===== src/rtl/alpha_scale.sv =====
// alpha_scale: rebuilds dark_diff = floor(alpha*denominator/2^ALPHA_W) with an MSB-first shift-add multiplier.
// Define ALPHA_SCALE_ROUND_EN for a round-half-up, saturated result instead of truncation.
module alpha_scale #(
  parameter int ALPHA_W = 7,
  parameter int DEN_W   = 8
) (
  input  logic               clk,
  input  logic               rst_n,
  input  logic               in_valid,
  output logic               in_ready,
  input  logic [ALPHA_W-1:0] alpha,
  input  logic [DEN_W-1:0]   denominator,
  output logic               out_valid,
  input  logic               out_ready,
  output logic [DEN_W-1:0]   dark_diff
);

  // state | meaning
  // IDLE  | ready for a new alpha/denominator pair
  // BUSY  | one shift-add step per cycle, alpha bit cnt down to bit 0
  // DONE  | result held on dark_diff until out_ready
  typedef enum logic [1:0] {IDLE, BUSY, DONE} state_t;

  localparam int ACC_W = ALPHA_W + DEN_W;
  localparam int CNT_W = (ALPHA_W > 1) ? $clog2(ALPHA_W) : 1;

  state_t             state, state_nxt;
  logic [ALPHA_W-1:0] alpha_q;
  logic [DEN_W-1:0]   den_q;
  logic [ACC_W-1:0]   acc;
  logic [CNT_W-1:0]   cnt;
  logic               last_step;
  logic [DEN_W-1:0]   result;

  assign last_step = (cnt == '0);

  always_ff @(posedge clk) begin
    if (!rst_n) state <= IDLE;
    else        state <= state_nxt;
  end

  always_comb begin
    state_nxt = state;
    in_ready  = 1'b0;
    out_valid = 1'b0;
    case (state)
      IDLE: begin
        in_ready = 1'b1;
        if (in_valid) state_nxt = BUSY;
      end
      BUSY: begin
        if (last_step) state_nxt = DONE;
      end
      DONE: begin
        out_valid = 1'b1;
        if (out_ready) state_nxt = IDLE;
      end
      default: state_nxt = IDLE;
    endcase
  end

  always_ff @(posedge clk) begin
    if (!rst_n) begin
      alpha_q <= '0;
      den_q   <= '0;
      acc     <= '0;
      cnt     <= '0;
    end else if (state == IDLE && in_valid) begin
      alpha_q <= alpha;
      den_q   <= denominator;
      acc     <= '0;
      cnt     <= CNT_W'(ALPHA_W - 1);
    end else if (state == BUSY) begin
      acc <= {acc[ACC_W-2:0], 1'b0} + (alpha_q[cnt] ? ACC_W'(den_q) : '0);
      if (!last_step) cnt <= cnt - CNT_W'(1);
    end
  end

`ifdef ALPHA_SCALE_ROUND_EN
  // One extra bit so the half-LSB add cannot wrap before saturation.
  logic [ACC_W:0] acc_rnd;
  logic [DEN_W:0] rnd_q;
  logic           unused_rnd_lsbs;

  assign acc_rnd         = {1'b0, acc} + ((ACC_W + 1)'(1) << (ALPHA_W - 1));
  assign rnd_q           = acc_rnd[ACC_W:ALPHA_W];
  assign result          = rnd_q[DEN_W] ? '1 : rnd_q[DEN_W-1:0];
  assign unused_rnd_lsbs = ^acc_rnd[ALPHA_W-1:0];
`else
  logic unused_acc_lsbs;

  assign result          = acc[ACC_W-1:ALPHA_W];
  assign unused_acc_lsbs = ^acc[ALPHA_W-1:0];
`endif

  assign dark_diff = out_valid ? result : '0;

endmodule

===== config.mk =====
export PLATFORM = sky130hd
export DESIGN_NAME = alpha_scale
export DESIGN_NICKNAME = d
export VERILOG_FILES = /design/src/rtl/alpha_scale.sv
export SDC_FILE = /design/constraint.sdc
export NUM_CORES = 1
export LEC_CHECK = 0
export CAP_MARGIN = 10
export CORE_AREA = 3 3 72 74
export CTS_BUF_LIST = sky130_fd_sc_hd__clkbuf_4 sky130_fd_sc_hd__clkbuf_8 sky130_fd_sc_hd__clkbuf_16
export DETAILED_ROUTE_END_ITERATION = 10
export DIE_AREA = 0 0 75 77
export GPL_ROUTABILITY_DRIVEN = 1
export PLACE_DENSITY = 0.65
export REMOVE_ABC_BUFFERS = 1
export SYNTH_ARGS = -nofsm -noshare
export SYNTH_HDL_FRONTEND = slang
export SYNTH_SLANG_ARGS = --single-unit

===== constraint.sdc =====
create_clock -name clk -period 5.9 [get_ports clk]
set_input_delay 1.475 -clock clk [delete_from_list [all_inputs] [get_ports clk]]
set_output_delay 1.475 -clock clk [all_outputs]
set_load 0.02 [all_outputs]

==> flow_summary.json <==
{
  "max_freq_ghz": 0.313,
  "hp-class": "reg2reg",
  "cts_tree": "done",
  "track_usage": 0.148,
  "synth_edf_count": 0,
  "cts_max_path_buffers": 2,
  "dr.pass1.iters": 4,
  "outcome": "complete, no violations",
  "worst-slew-pin-transition_ns": 0.616,
  "syn_area_um2": 1940,
  "leakage_nw": 0.873,
  "hold_viol": 0,
  "synthDistinctLibCells": 45,
  "antenna_found_initial": 0,
  "yosys_warnings": 0,
  "clkTransAtPathRegs_ns": 0.07,
  "dieWidth_um": 75,
  "clock_sinks": 35,
  "antenna_cells": 0,
  "crit_required_ns": 6.12,
  "viasPerCell": 5.17,
  "drc": 0,
  "routed_wl_mm": 3.83,
  "cp-start-kind": "primary input",
  "fp.dieArea_um2": 5780,
  "grt_max_degree": 24,
  "ys_seq_area_frac": 0.362,
  "nNetsFinal": 290,
  "syn_area_per_cell_um2": 8.13,
  "cts_setup_buffers": 0,
  "min_period_ns": 3.19,
  "cp_data_arrival_time_ns": 3.42,
  "port_buffers": 28,
  "finalSetupViolCount": 0,
  "slew_viol_final": 0,
  "synth_top_area_frac": 0.362,
  "post-dp-hpwl_mm": 2.78,
  "synth_largest_area_cell": "dfxtp_1",
  "hold_ws_ns": 0.462,
  "gr-total-overflow": 0,
  "die_h_um": 77,
  "placed_area_um2": 2230,
  "skew_ns": 0.00770,
  "via_count": 1635,
  "holdBufCountCts": 0,
  "crit_fanout": 17,
  "path_class": "in2reg",
  "timing.rr.start": "cnt[0]",
  "core.rowCount": 25,
  "end_kind": "flop",
  "wire_per_inst_um": 12.1,
  "grt_pass1_wl_mm": 6.86,
  "period_share": 0.541,
  "initial_utilization": 0.415,
  "tns_ns": 0,
  "ys_ff_latch": 35,
  "cts_buffers": 5,
  "grt_pass1_vias": 1529,
  "async_flop_share": 0,
  "slew_headroom": 0.589,
  "syn_inst": 238,
  "coreArea_um2": 4660,
  "clkLatencyLatePin_ns": 0.28,
  "synth-main-ff-cell": "dfxtp_1",
  "root_buffer": "clkbuf_8",
  "power-per-cell-area_nw_per_um2": 228,
  "final_common_cell": "nand2_1",
  "area_growth_syn_to_layout_pct": 19.6,
  "rsz0062_at_grt": "false",
  "cts.repair.resized": 0,
  "final_antenna_net_count": 0,
  "final_area_um2": 2310,
  "cts_max_level": 2,
  "drtIter0Drc": 81,
  "mostFrequentLayoutCells": "nand2_1 (43), dfxtp_1 (35), clkdlybuf4s50_1 (28)",
  "critPathLaunch": "in_valid",
  "drive_gt1_frac": 0.0573,
  "io_pins": 29,
  "vdd_drop_max_mv": 0.106,
  "holdCritStartpoint": "acc[6]",
  "max_cap_viol_count": 0,
  "routabilityCongestion": 0.810,
  "synth_area_leaders": "dfxtp_1 (36%), nand2_1 (8.3%), a21boi_0 (6.2%), ha_1 (5.8%), a21oi_1 (3.9%)"
}
==> through the flow <==
stage / total power, mW / cells / util / worst slack (ns)
6_report: 0.528 / 316 / 0.497 / 2.71
5_1_grt: 0.560 / 316 / 0.497 / 2.54
4_1_cts: 0.535 / 316 / 0.497 / 2.69
3_5_place_dp: 0.361 / 308 / 0.478 / 2.41
3_3_place_gp: 0.359 / 308 / 0.478 / 2.43
2_1_floorplan: 0.325 / 225 / - / 3.13
==> final cells by class <==
cell class,count,area (um2)
fill,464,2350
multi-input combinational,181,1140
sequential,35,701
timing repair buffer,29,288
clock buffer,7,83.8
tap,54,67.6
inverter,9,33.8
clock inverter,1,5.00
==> routing by layer <==
metal | up-vias | routed length (um) | track usage
met5 | - | 0 | 0
met4 | 0 | 22 | 0.0587
met3 | 2 | 106 | 0.0328
met2 | 21 | 1810 | 0.228
met1 | 753 | 1890 | 0.196
li1 | 859 | - | -
==> registers in the layout, indices dropped and copies added, names as in the netlist <==
register  flops
acc          15
alpha_q       7
cnt           3
state         2
den_q         8
==> critical path: stages <==
cell,delay (ns)
clkdlybuf4s50_1,0.41
or3b_1,0.55
nand2_2,0.26
or3_1,0.40
mux2_2,0.26
nand3_1,0.06
==> cell usage after synthesis, drive strengths merged (2+ instances only) <==
| cell type | count |
|---|---|
| a211oi | 5 |
| a21boi | 16 |
| a21oi | 15 |
| and2 | 10 |
| buf | 3 |
| clkbuf | 10 |
| dfxtp | 35 |
| ha | 9 |
| inv | 9 |
| nand2 | 44 |
| nand2b | 4 |
| nand3 | 10 |
| nand4b | 2 |
| nor2 | 11 |
| nor2b | 8 |
| o2111ai | 2 |
| o211ai | 3 |
| o21ai | 13 |
| o31ai | 2 |
| or3 | 2 |
| xnor2 | 2 |
| xor2 | 6 |
==> power breakdown <==
| group | total (mW) | switching (mW) | leakage [nW] | internal, mW |
|---|---|---|---|---|
| logic | 0.0904 | 0.0501 | 0.538 | 0.0404 |
| registers | 0.264 | 0.0120 | 0.286 | 0.251 |
| clock network | 0.174 | 0.0816 | 0.0491 | 0.0920 |
==> path summary, 6_finish.rpt <==
kind | end | slack [ns] | cells after the start
worst max register to register | acc[12] | 2.83 | 10
worst min register to register | acc[6] | 0.46 | 2
worst max-delay path | acc[7] | 2.71 | 6
worst min-delay path | acc[6] | 0.46 | 2
==> cells by family (layout without fill, tap and decap cells) <==
family,count (synthesis),after routing,synth area share
DFF,35,35,0.362
adders and majority gates,10,10,0.0685
AOI/OAI and AO/OA,63,63,0.216
xor gates and xnor gates,8,8,0.0362
muxes,3,3,0.0226
buffers and inverters,22,46,0.0511
and+or+nand+nor,97,97,0.244
No activity file was read; power rests on OpenSTA's default activity.
